[src/rtl/btn_debounce_pkg.sv]
// Shared button-conditioning definitions: FSM state encoding and time conversion.
// Latency: n/a (types and constant functions only).
// Backpressure: n/a.
package btn_debounce_pkg;

    // Button FSM states; all four 2-bit codes are assigned.
    typedef enum logic [1:0] {
        ST_IDLE    = 2'd0,
        ST_ARM     = 2'd1,
        ST_PRESSED = 2'd2,
        ST_REL     = 2'd3
    } btn_state_t;

    // Converts a duration in milliseconds into clock cycles. The long-press block uses it too.
    function automatic int ms_to_cycles(input int clk_freq_hz, input int ms);
        return (clk_freq_hz / 1000) * ms;
    endfunction

endpackage

[src/rtl/btn_debounce_sync_ff.sv]
// Generic N-flop synchroniser for asynchronous inputs, with a synchronous reset value.
// Latency: STAGES clock edges from input change to output.
// Backpressure: none, free-running.
module sync_ff #(
    parameter int              WIDTH   = 1,
    parameter int              STAGES  = 2,
    parameter logic [WIDTH-1:0] RST_VAL = '0
) (
    input  logic             clk,
    input  logic             rst,
    input  logic [WIDTH-1:0] d,
    output logic [WIDTH-1:0] q
);

    logic [WIDTH-1:0] stage_q [STAGES];

    // Shift the input through the flop chain; reset loads the idle value into every stage.
    always_ff @(posedge clk) begin
        if (rst) begin
            for (int i = 0; i < STAGES; i++) begin
                stage_q[i] <= RST_VAL;
            end
        end else begin
            stage_q[0] <= d;
            for (int i = 1; i < STAGES; i++) begin
                stage_q[i] <= stage_q[i-1];
            end
        end
    end

    assign q = stage_q[STAGES-1];

endmodule

[src/rtl/btn_debounce.sv]
// Push-button conditioner: synchronise, debounce, and emit a clean level plus press/release strobes.
// Latency: SYNC_STAGES + DB_CYCLES edges from the first edge that samples a clean raw change.
// Backpressure: none; strobes are single-cycle and must be consumed when they are high.
module btn_debounce
    import btn_debounce_pkg::*;
#(
    parameter int CLK_FREQ_HZ = 50_000_000,
    parameter int DEBOUNCE_MS = 20,
    parameter int ACTIVE_LOW  = 1,
    parameter int SYNC_STAGES = 2
) (
    input  logic clk,
    input  logic rst,
    input  logic btn_raw,
    output logic btn_level,
    output logic btn_press,
    output logic btn_release,
    output logic db_busy
);

    localparam int DB_CYCLES = ms_to_cycles(CLK_FREQ_HZ, DEBOUNCE_MS);
    localparam int CNT_W     = $clog2(DB_CYCLES + 1);

    localparam logic [CNT_W-1:0] CNT_ZERO = '0;
    localparam logic [CNT_W-1:0] CNT_ONE  = CNT_W'(1);
    localparam logic [CNT_W-1:0] CNT_LAST = CNT_W'(DB_CYCLES - 1);
    localparam logic [CNT_W-1:0] CNT_MAX  = CNT_W'(DB_CYCLES);

    // Pin value when the button is released; also the synchroniser reset value.
    localparam logic PIN_IDLE = (ACTIVE_LOW != 0);

    generate
        if (DB_CYCLES < 2) begin : g_bad_db_cycles
            $error("btn_debounce: debounce window must be at least 2 cycles");
        end
        if (SYNC_STAGES < 2 || SYNC_STAGES > 4) begin : g_bad_sync_stages
            $error("btn_debounce: SYNC_STAGES must be in 2..4");
        end
    endgenerate

    logic       pin_sync;
    logic       s;
    btn_state_t state, state_nxt;
    logic [CNT_W-1:0] cnt, cnt_nxt;
    logic       press_nxt;
    logic       release_nxt;

    sync_ff #(
        .WIDTH   (1),
        .STAGES  (SYNC_STAGES),
        .RST_VAL (PIN_IDLE)
    ) u_sync (
        .clk (clk),
        .rst (rst),
        .d   (btn_raw),
        .q   (pin_sync)
    );

    // Normalised sample: 1 means pressed regardless of pin polarity.
    assign s = pin_sync ^ PIN_IDLE;

    // State, counter and strobe registers; reset discards any candidate without a strobe.
    always_ff @(posedge clk) begin
        if (rst) begin
            state       <= ST_IDLE;
            cnt         <= CNT_ZERO;
            btn_press   <= 1'b0;
            btn_release <= 1'b0;
        end else begin
            state       <= state_nxt;
            cnt         <= cnt_nxt;
            btn_press   <= press_nxt;
            btn_release <= release_nxt;
        end
    end

    // Next state: any opposite sample while timing restarts from the stable state.
    always_comb begin
        state_nxt   = state;
        cnt_nxt     = cnt;
        press_nxt   = 1'b0;
        release_nxt = 1'b0;
        case (state)
            ST_IDLE: begin
                if (s) begin
                    state_nxt = ST_ARM;
                    cnt_nxt   = CNT_ONE;
                end
            end
            ST_ARM: begin
                if (!s) begin
                    state_nxt = ST_IDLE;
                    cnt_nxt   = CNT_ZERO;
                end else if (cnt == CNT_LAST) begin
                    state_nxt = ST_PRESSED;
                    cnt_nxt   = CNT_ZERO;
                    press_nxt = 1'b1;
                end else if (cnt != CNT_MAX) begin
                    cnt_nxt = cnt + CNT_ONE;
                end
            end
            ST_PRESSED: begin
                if (!s) begin
                    state_nxt = ST_REL;
                    cnt_nxt   = CNT_ONE;
                end
            end
            ST_REL: begin
                if (s) begin
                    state_nxt = ST_PRESSED;
                    cnt_nxt   = CNT_ZERO;
                end else if (cnt == CNT_LAST) begin
                    state_nxt   = ST_IDLE;
                    cnt_nxt     = CNT_ZERO;
                    release_nxt = 1'b1;
                end else if (cnt != CNT_MAX) begin
                    cnt_nxt = cnt + CNT_ONE;
                end
            end
            default: begin
                state_nxt = ST_IDLE;
                cnt_nxt   = CNT_ZERO;
            end
        endcase
    end

    // Level and busy are decoded straight from the state register.
    assign btn_level = (state == ST_PRESSED) || (state == ST_REL);
    assign db_busy   = (state == ST_ARM)     || (state == ST_REL);

endmodule

[config.mk]
export PLATFORM = sky130hd
export DESIGN_NAME = btn_debounce
export DESIGN_NICKNAME = d
export VERILOG_FILES = /design/src/rtl/btn_debounce_pkg.sv /design/src/rtl/btn_debounce_sync_ff.sv /design/src/rtl/btn_debounce.sv
export SDC_FILE = /design/constraint.sdc
export NUM_CORES = 1
export LEC_CHECK = 0
export CAP_MARGIN = 10
export CORE_UTILIZATION = 40
export CTS_CLUSTER_SIZE = 28
export DETAILED_ROUTE_END_ITERATION = 7
export RECOVER_POWER = 25
export SLEW_MARGIN = 20
export SYNTH_ARGS = -nofsm -noshare
export SYNTH_HDL_FRONTEND = slang
export SYNTH_SLANG_ARGS = --single-unit
export TNS_END_PERCENT = 5
[constraint.sdc]
create_clock -name clk -period 3 [get_ports clk]
set_input_delay 0.9 -clock clk [delete_from_list [all_inputs] [get_ports clk]]
set_output_delay 0.9 -clock clk [all_outputs]
set_load 0.02 [all_outputs]
Word-level counts from Yosys, hierarchy flattened
Memory sizes are Yosys's and may differ from the RTL's.
Index checks and enable logic that the tools add are counted.
{"block": "totals", "ff_bits": 24, "out_inout_bits": 4, "n_memories": 1, "ram_bits": 2}
{"name": "u_sync.stage_q", "depth": 2, "width": 1, "read_ports": 2, "rd_clocked_by_memory_dff": 0, "write_ports": 2, "line_no": "btn_debounce_sync_ff.sv:15", "text": "logic [WIDTH-1:0] stage_q [STAGES];"}
{"block": "classes", "n_reduce_logical": 7, "n_bitwise": 5, "eq_ne": 9, "muxes": 20, "addsub": 1}
{"cell": "$mux W20", "count": 6}
{"cell": "$pmux W20 S4", "count": 1}
{"cell": "$add A20 B1 Y20 const B", "count": 1}
{"cell": "$eq A20 B20 Y1 const B", "count": 1}
{"cell": "$ne A20 B20 Y1 const B", "count": 1}
{"cell": "$mux W2", "count": 6}
{"cell": "$pmux W2 S4", "count": 1}
{"cell": "$mux W1", "count": 6}
{"cell": "$ne A3 B3 Y1 const B", "count": 2}
{"cell": "$reduce_or A3 Y1", "count": 2}
{"cell": "$eq A2 B2 Y1 const B", "count": 2}
{"cell": "$ne A2 B2 Y1 const B", "count": 2}
{"cell": "$reduce_and A4 Y1", "count": 1}
{"cell": "$not A1 Y1", "count": 3}
{"cell": "$eq A2 B1 Y1 const B", "count": 1}
{"cell": "$logic_not A2 Y1", "count": 1}
{"cell": "$logic_or A1 B1 Y1", "count": 2}
{"cell": "$or A1 B1 Y1", "count": 2}
{"cell": "$reduce_and A2 Y1", "count": 1}

Depth between registers and ports, before layout
Gate-level depths: netlist of the first run.
{"block": "logic_depth", "ltp_word": 5, "mapped_depth": 7}

By module
A second synthesis of the first run with hierarchy kept.
{"block": "hier_totals", "cells_unflattened": 161, "area_unflattened_um2": 1388.8}
{"module": "btn_debounce", "seq_area_each_um2": 480.5, "cells_per_inst": 157, "area_each_um2": 1336.3, "instances": 1}
{"module": "sync_ff", "seq_area_each_um2": 40.0, "cells_per_inst": 4, "area_each_um2": 52.6, "instances": 1}

Worst setup path after synthesis of the first run
No wires, ideal clock.
{"block": "synth_path", "path_kind": "input port to flip-flop", "startpoint": "in rst", "endpoint": "reg cnt[1]", "t_arrival_ns": 1.857, "setup_slack_ns": 1.051, "cell_stages": 6, "t_required_ns": 2.908, "cell_sequence": "clkbuf_1 nor2_1 o211a_2 buf_6 a21oi_1 o32ai_1"}
{"item": "start: declaration", "line_no": "btn_debounce.sv:13", "text": "input logic rst,"}
{"item": "end signal: assignment", "line_no": "btn_debounce.sv:71", "text": "cnt <= cnt_nxt;"}
{"item": "end: declaration", "line_no": "btn_debounce.sv:44", "text": "logic [CNT_W-1:0] cnt, cnt_nxt;"}

Final worst setup path of the first run
{"block": "layout_path", "startpoint": "reg cnt[1]", "endpoint": "reg cnt[5]"}
{"block": "layout_between", "elab_chain_cells": 5, "word_cells_on_any_way": 8, "cone_classes": "add/sub (1); eq/ne (2); mux (5)"}
{"item": "$add A20 B1 Y20 or $ne A20 B20 Y1 (tied branches)"}
{"item": "$mux W20", "line_no": "btn_debounce.sv:98, btn_debounce.sv:116"}
{"item": "$mux W20 *", "line_no": "btn_debounce.sv:94", "text": "end else if (cnt == CNT_LAST) begin"}
{"item": "$mux W20, on equally long branches", "line_no": "btn_debounce.sv:109, btn_debounce.sv:91"}
{"item": "$pmux W20 S4 *", "line_no": "btn_debounce.sv:83", "text": "case (state)"}
Mark *: on every way between the ends. The rest lies on a longest branch, timed or not.
A chain may end at the register's enable or synchronous reset.

==> results of run 1 <==
## placed cells by master, fill, tap and decap left out, types with 4 or more instances in the layout
master,instances
inv_1,13
nand3_1,11
a31oi_1,5
nor2_1,9
nor3_1,11
clkdlybuf4s50_1,5
dfxtp_1,26
o21ai_0,9
nand4_1,4
or3_1,9
nand2_1,11
a21oi_1,12
## per-stage QoR
step           instance area [um2]  cells  power, W  setup slack (ns)  hold WS, ns
2_1_floorplan                 1370    164  0.000384              1.05        0.389
3_3_place_gp                  1460    210  0.000394             0.606        0.399
3_5_place_dp                  1460    210  0.000395             0.571        0.394
4_1_cts                       1500    214  0.000574             0.662        0.429
5_1_grt                       1460    214  0.000596             0.441        0.439
6_report                      1460    214  0.000569             0.609        0.428
## registers in the layout, summed over array words and instances (netlist names), named ones only
| name | count |
|---|---|
| btn_press | 1 |
| cnt | 20 |
| btn_release | 1 |
| state | 1 |
| u_sync.stage_q | 2 |
## per-layer routing
metal / share of wire / routed length (um)
met5: 0 / 0
met4: 0.0066 / 19
met3: 0.025 / 73
met2: 0.47 / 1350
met1: 0.50 / 1440
## power by group through the flow
| stage | Clock, W | Sequential (W) | Combinational (W) |
|---|---|---|---|
| after floorplan | 0 | 0.000361 | 0.0000231 |
| after global placement | 0 | 0.000362 | 0.0000328 |
| after detailed placement | 0 | 0.000362 | 0.0000338 |
| after CTS | 0.000186 | 0.000354 | 0.0000340 |
| after global routing | 0.000205 | 0.000355 | 0.0000364 |
| final | 0.000181 | 0.000354 | 0.0000330 |
## worst register-to-register path, cell delays in order, from the launching register on
cell,delay (ns)
dfxtp_1,0.41
ha_1,0.22
nand3_1,0.25
or3_1,0.52
o211ai_2,0.56
o21ai_1,0.15
a22o_1,0.20
## synthesized netlist by cell type, types with 2 or more instances
| cell type | count | area share |
|---|---|---|
| o21ai_0 | 9 | 0.033 |
| ha_1 | 2 | 0.018 |
| nand2b_1 | 3 | 0.014 |
| dfxtp_1 | 26 | 0.38 |
| o2bb2ai_1 | 2 | 0.013 |
| nand3_1 | 10 | 0.037 |
| inv_1 | 13 | 0.036 |
| xor2_1 | 2 | 0.013 |
| nand4_1 | 4 | 0.018 |
| or3_1 | 8 | 0.037 |
| xnor2_1 | 3 | 0.019 |
| nor2_1 | 9 | 0.025 |
| a31oi_1 | 5 | 0.023 |
| o21ai_1 | 3 | 0.011 |
| nor3_1 | 11 | 0.040 |
| or2_2 | 3 | 0.014 |
| clkbuf_1 | 4 | 0.011 |
| nand2_1 | 11 | 0.030 |
| a22o_1 | 2 | 0.013 |
| a21oi_1 | 12 | 0.044 |
## cells by family after synthesis
| group | count (synthesis) | share of synthesized area |
|---|---|---|
| xor gates and xnor gates | 5 | 0.0321 |
| DFF | 26 | 0.381 |
| AOI/OAI and AO/OA | 43 | 0.205 |
| buffers and inverters | 19 | 0.0605 |
| and+or+nand+nor | 69 | 0.302 |
| adders and majority gates | 2 | 0.0183 |
## layout make-up
type | instances | area, um2
Fill cell | 324 | 1690
Multi-Input combinational cell | 119 | 729
Sequential cell | 26 | 520
Timing Repair Buffer | 8 | 71.3
Tap cell | 44 | 55.1
Inverter | 13 | 48.8
Clock buffer | 4 | 36.3
## worst min-delay path by stage
stage / from / to / slack [ns] / cells after the start
finish: u_sync.stage_q[0][0] / u_sync.stage_q[0][1] / 0.43 / 1
CTS: u_sync.stage_q[0][0] / u_sync.stage_q[0][1] / 0.43 / 1
global route: u_sync.stage_q[0][0] / u_sync.stage_q[0][1] / 0.44 / 1
detailed placement: u_sync.stage_q[0][0] / u_sync.stage_q[0][1] / 0.39 / 1
global placement: u_sync.stage_q[0][0] / u_sync.stage_q[0][1] / 0.40 / 1
floorplan: u_sync.stage_q[0][0] / u_sync.stage_q[0][1] / 0.39 / 1
==> results.yml, run 1 <==
finish:
  final_nets: 176
  area_delta_synth_final_pct: 7.06
  utilization: 0.463
  drive_gt1_frac: 0.0824
  antenna_cells: 0
floorplanning:
  die_y_um: 60.4
  die-area_um2: 3650
  start_util: 0.433
  core_um2: 3150
  num_rows: 20
  num_io_pins: 7
  die_w_um: 60.4
routing:
  vias_per_cell: 5.49
  routedWlPerCell_um: 13.5
  vias: 1174
  drc: 0
  drtIter0Drc: 50
  ant_nets: 0
  drtPass1Iterations: 4
  finalWirelength_um: 2890
global_route:
  grtUsageMet1: 0.233
  grt_max_degree: 18
  use_met2: 0.290
  antenna_found_initial: 0
  grt.busiest_layer: "met2"
  met3_usage: 0.0384
  grt_pass1_vias: 1079
  grt_first_pass_wirelength_um: 4910
  grt-ovfl-total: 0
  grt_use_total: 0.179
power:
  ir_worst_vdd_uv: 166
  p_clk_frac: 0.319
  pwr-share-seq: 0.623
  leakagePower_nw: 0.457
  combPwrFrac: 0.058
  switchingPower_w: 0.000131
  power.density_nw_per_um2: 389
  switching_share: 0.230
  cell_internal_pwr_w: 0.000438
placement:
  io_buffers: 6
  gp_congestion: 0.794
  hpwl_um: 2040
timing:
  final_max_slew_viol_count: 0
  slew_headroom: 0.340
  fin_skew_ns: 0.00279
  hold_violations: 0
  fmax_mhz: 418
  rsz0062_at_grt: "false"
  fin_crit_ns: 2.39
  tns_ns: 0
  fin_crit_sh: 0.797
  setup_viol: 0
  worst_slew_pin_slew_ns: 0.981
clock_tree:
  clk_pin_slew_ns: 0.15
  cts_resized: 0
  root_buffer: "clkbuf_4"
  htreeDepth: 1
  cts.sinks: 26
  cts_setup_buffers: 0
  cts_buffers: 3
  hold_buffers: 0
  cts_tree: "done"
  clk_path_buf_depth: 2
  clk_latency_ns: 0.32
worst_setup_path:
  crit_arrival_ns: 2.63
  startpoint: "cnt[1]"
  worst_path_largest_cell_delay_ns: 0.56
  critPathLaunchType: "flip-flop"
  cp_max_fo: 15
  crit_required_ns: 3.23
  worstRegToRegCells: 6
  slowest_stage: "o211ai_2"
  path_cells: "ha_1, nand3_1, or3_1, o211ai_2, o21ai_1, a22o_1"
  crit_path_end_kind: "flip-flop"
  cp.depth: 6
  worstSetupPathType: "reg2reg"
  rrSetupSlack_ns: 0.61
  rr_endpoint: "cnt[5]"
  crit_family: "compound AO/OA/AOI/OAI gates"
  crit_buf_inv: 0
  worstSetupEndpoint: "cnt[5]"
  reg2reg_from: "cnt[1]"
min_path:
  hp-class: "reg2reg"
logic_synthesis:
  syn_avg_cell_area_um2: 8.32
  ys_seq_area_frac: 0.381
  syn-num-nets: 169
  netlist_area_um2: 1370
  netlist_instances: 164
  yosys_warnings: 0
  ys.flop_type: "dfxtp_1"
  async_flop_share: 0
  ys_seq_elements: 26
  synth_edf_count: 0
  synth.distinct_cells: 42
run_status:
  status: "completed"
job:
  cap_violations: 0
No activity file was read; power rests on OpenSTA's default activity.
==> run 2, diff against run 1 <==
clock period = 2.25 ns   (was 3 ns; I/O delays follow)
==> run 2 against run 1 <==
  * Total power rose by 33%
  * Sequential power increased by 33%
  * Routed wire length up 0.49%
  * Setup slack lost 0.49 ns
  * Utilization grew 2.3 points
  * Sequential cell count did not move
  * Non-clock buffer count up 4
  * Cell count rose by 1.9%
  * Sequential share of layout area decreased by 1.7 points
  * Via count up 2.6%
==> results.yml, run 2 (synthesis gave the netlist of run 1 again) <==
run_status:
  status: "completed"
floorplanning:
  num_io_pins: 7
  start_util: 0.433
  die-area_um2: 3650
  die_y_um: 60.4
  die_w_um: 60.4
  core_um2: 3150
  num_rows: 20
worst_setup_path:
  crit_required_ns: 1.57
  path_cells: "clkdlybuf4s50_1"
  slowest_stage: "clkdlybuf4s50_1"
  critPathLaunchType: "flip-flop"
  worst_path_largest_cell_delay_ns: 0.66
  crit_buf_inv: 1
  worstSetupPathType: "reg2out"
  cp_max_fo: 7
  crit_path_end_kind: "output pin"
  crit_arrival_ns: 1.45
  crit_family: "buffers and inverters"
routing:
  drc: 0
  drtIter0Drc: 82
  finalWirelength_um: 2900
  vias: 1204
  vias_per_cell: 5.52
  ant_nets: 0
  drtPass1Iterations: 4
  routedWlPerCell_um: 13.3
timing:
  slew_headroom: 0.669
  fin_crit_ns: 2.13
  fin_crit_sh: 0.945
  whs_ns: 0.435
  final_max_slew_viol_count: 0
  setup_viol: 0
  hold_violations: 0
  fin_skew_ns: 0.00235
  worst_slew_pin_slew_ns: 0.493
  tns_ns: 0
  fmax_mhz: 470
  rsz0062_at_grt: "false"
global_route:
  antenna_found_initial: 0
  grt_max_degree: 18
  grt-ovfl-total: 0
  grt_first_pass_wirelength_um: 4760
  grt_pass1_vias: 1034
  grt_use_total: 0.174
clock_tree:
  clk_latency_ns: 0.32
  cts_setup_buffers: 0
  hold_buffers: 0
  clk_pin_slew_ns: 0.15
  cts_buffers: 3
  cts_tree: "done"
  htreeDepth: 1
  root_buffer: "clkbuf_4"
  clk_path_buf_depth: 2
  cts.sinks: 26
  cts_resized: 0
min_path:
  hp-class: "reg2reg"
finish:
  nFillCells: 328
  largestRegisters: "cnt x20, u_sync.stage_q x2"
  final_common_cell: "dfxtp_1"
  largest_register: "cnt"
  final_nets: 180
  largest_register_ffs: 20
  layout_common_cells: "dfxtp_1, inv_1, a21oi_1"
  area_delta_synth_final_pct: 12.3
  drive_gt1_frac: 0.121
  antenna_cells: 0
placement:
  gp_congestion: 0.842
  hpwl_um: 2080
  io_buffers: 6
power:
  power.density_nw_per_um2: 495
  ir_worst_vdd_uv: 264
  leakagePower_nw: 0.475
job:
  cap_violations: 0
run 2: changes by cell type in the layout (fill, tap and decap cells not counted), sizes merged:
cell and change:
buf +4
run 2: stage by stage:
step                      setup slack (ns)  utilization  cell area (um2)  cells  power (W)
final                                0.123        0.486             1530    218   0.000759
after global routing                0.0241        0.486             1530    218   0.000800
after CTS                           0.0991        0.485             1530    218   0.000771
after detailed placement             0.106        0.473             1490    214   0.000527
after global placement               0.117        0.473             1490    214   0.000525
after floorplan                      0.404            -             1370    164   0.000512
run 2: cell type report:
| cell class | instances | area (um2) | area share |
|---|---|---|---|
| inverters | 13 | 48.8 | 0.0318 |
| multi-input cells | 119 | 771 | 0.503 |
| repair buffers | 12 | 101 | 0.0661 |
| clock buffers | 4 | 36.3 | 0.0237 |
| flip-flops and latches | 26 | 520 | 0.340 |
| well taps | 44 | 55.1 | 0.0359 |
run 2: worst paths after layout:
path	to	slack [ns]	depth (start not counted)	from
worst min-delay path	u_sync.stage_q[0][1]	0.43	1	u_sync.stage_q[0][0]
worst min register to register	u_sync.stage_q[0][1]	0.43	1	u_sync.stage_q[0][0]
worst max register to register	cnt[18]	0.14	7	cnt[1]
worst max-delay path	db_busy	0.12	1	state[0]
run 2: routing by layer:
layer,GRT usage,share of wire
met4,0.0617,0.0052
met1,0.252,0.53
met2,0.262,0.44
met3,0.0256,0.027
met5,0,0
run 2: report_power, final:
part	leakage (nW)	switching (W)	internal, W
sequential	0.210	0.00000580	0.000466
combinational	0.244	0.0000250	0.0000188
clock	0.0210	0.000144	0.0000990
total	0.475	0.000174	0.000584
==> run 3, diff against run 2 <==
GPL_ROUTABILITY_DRIVEN = 0   (was default)
SLEW_MARGIN = 5   (was 20)
==> results of run 3 <==
Final layout, timing and power as in run 2 (identical DEF).
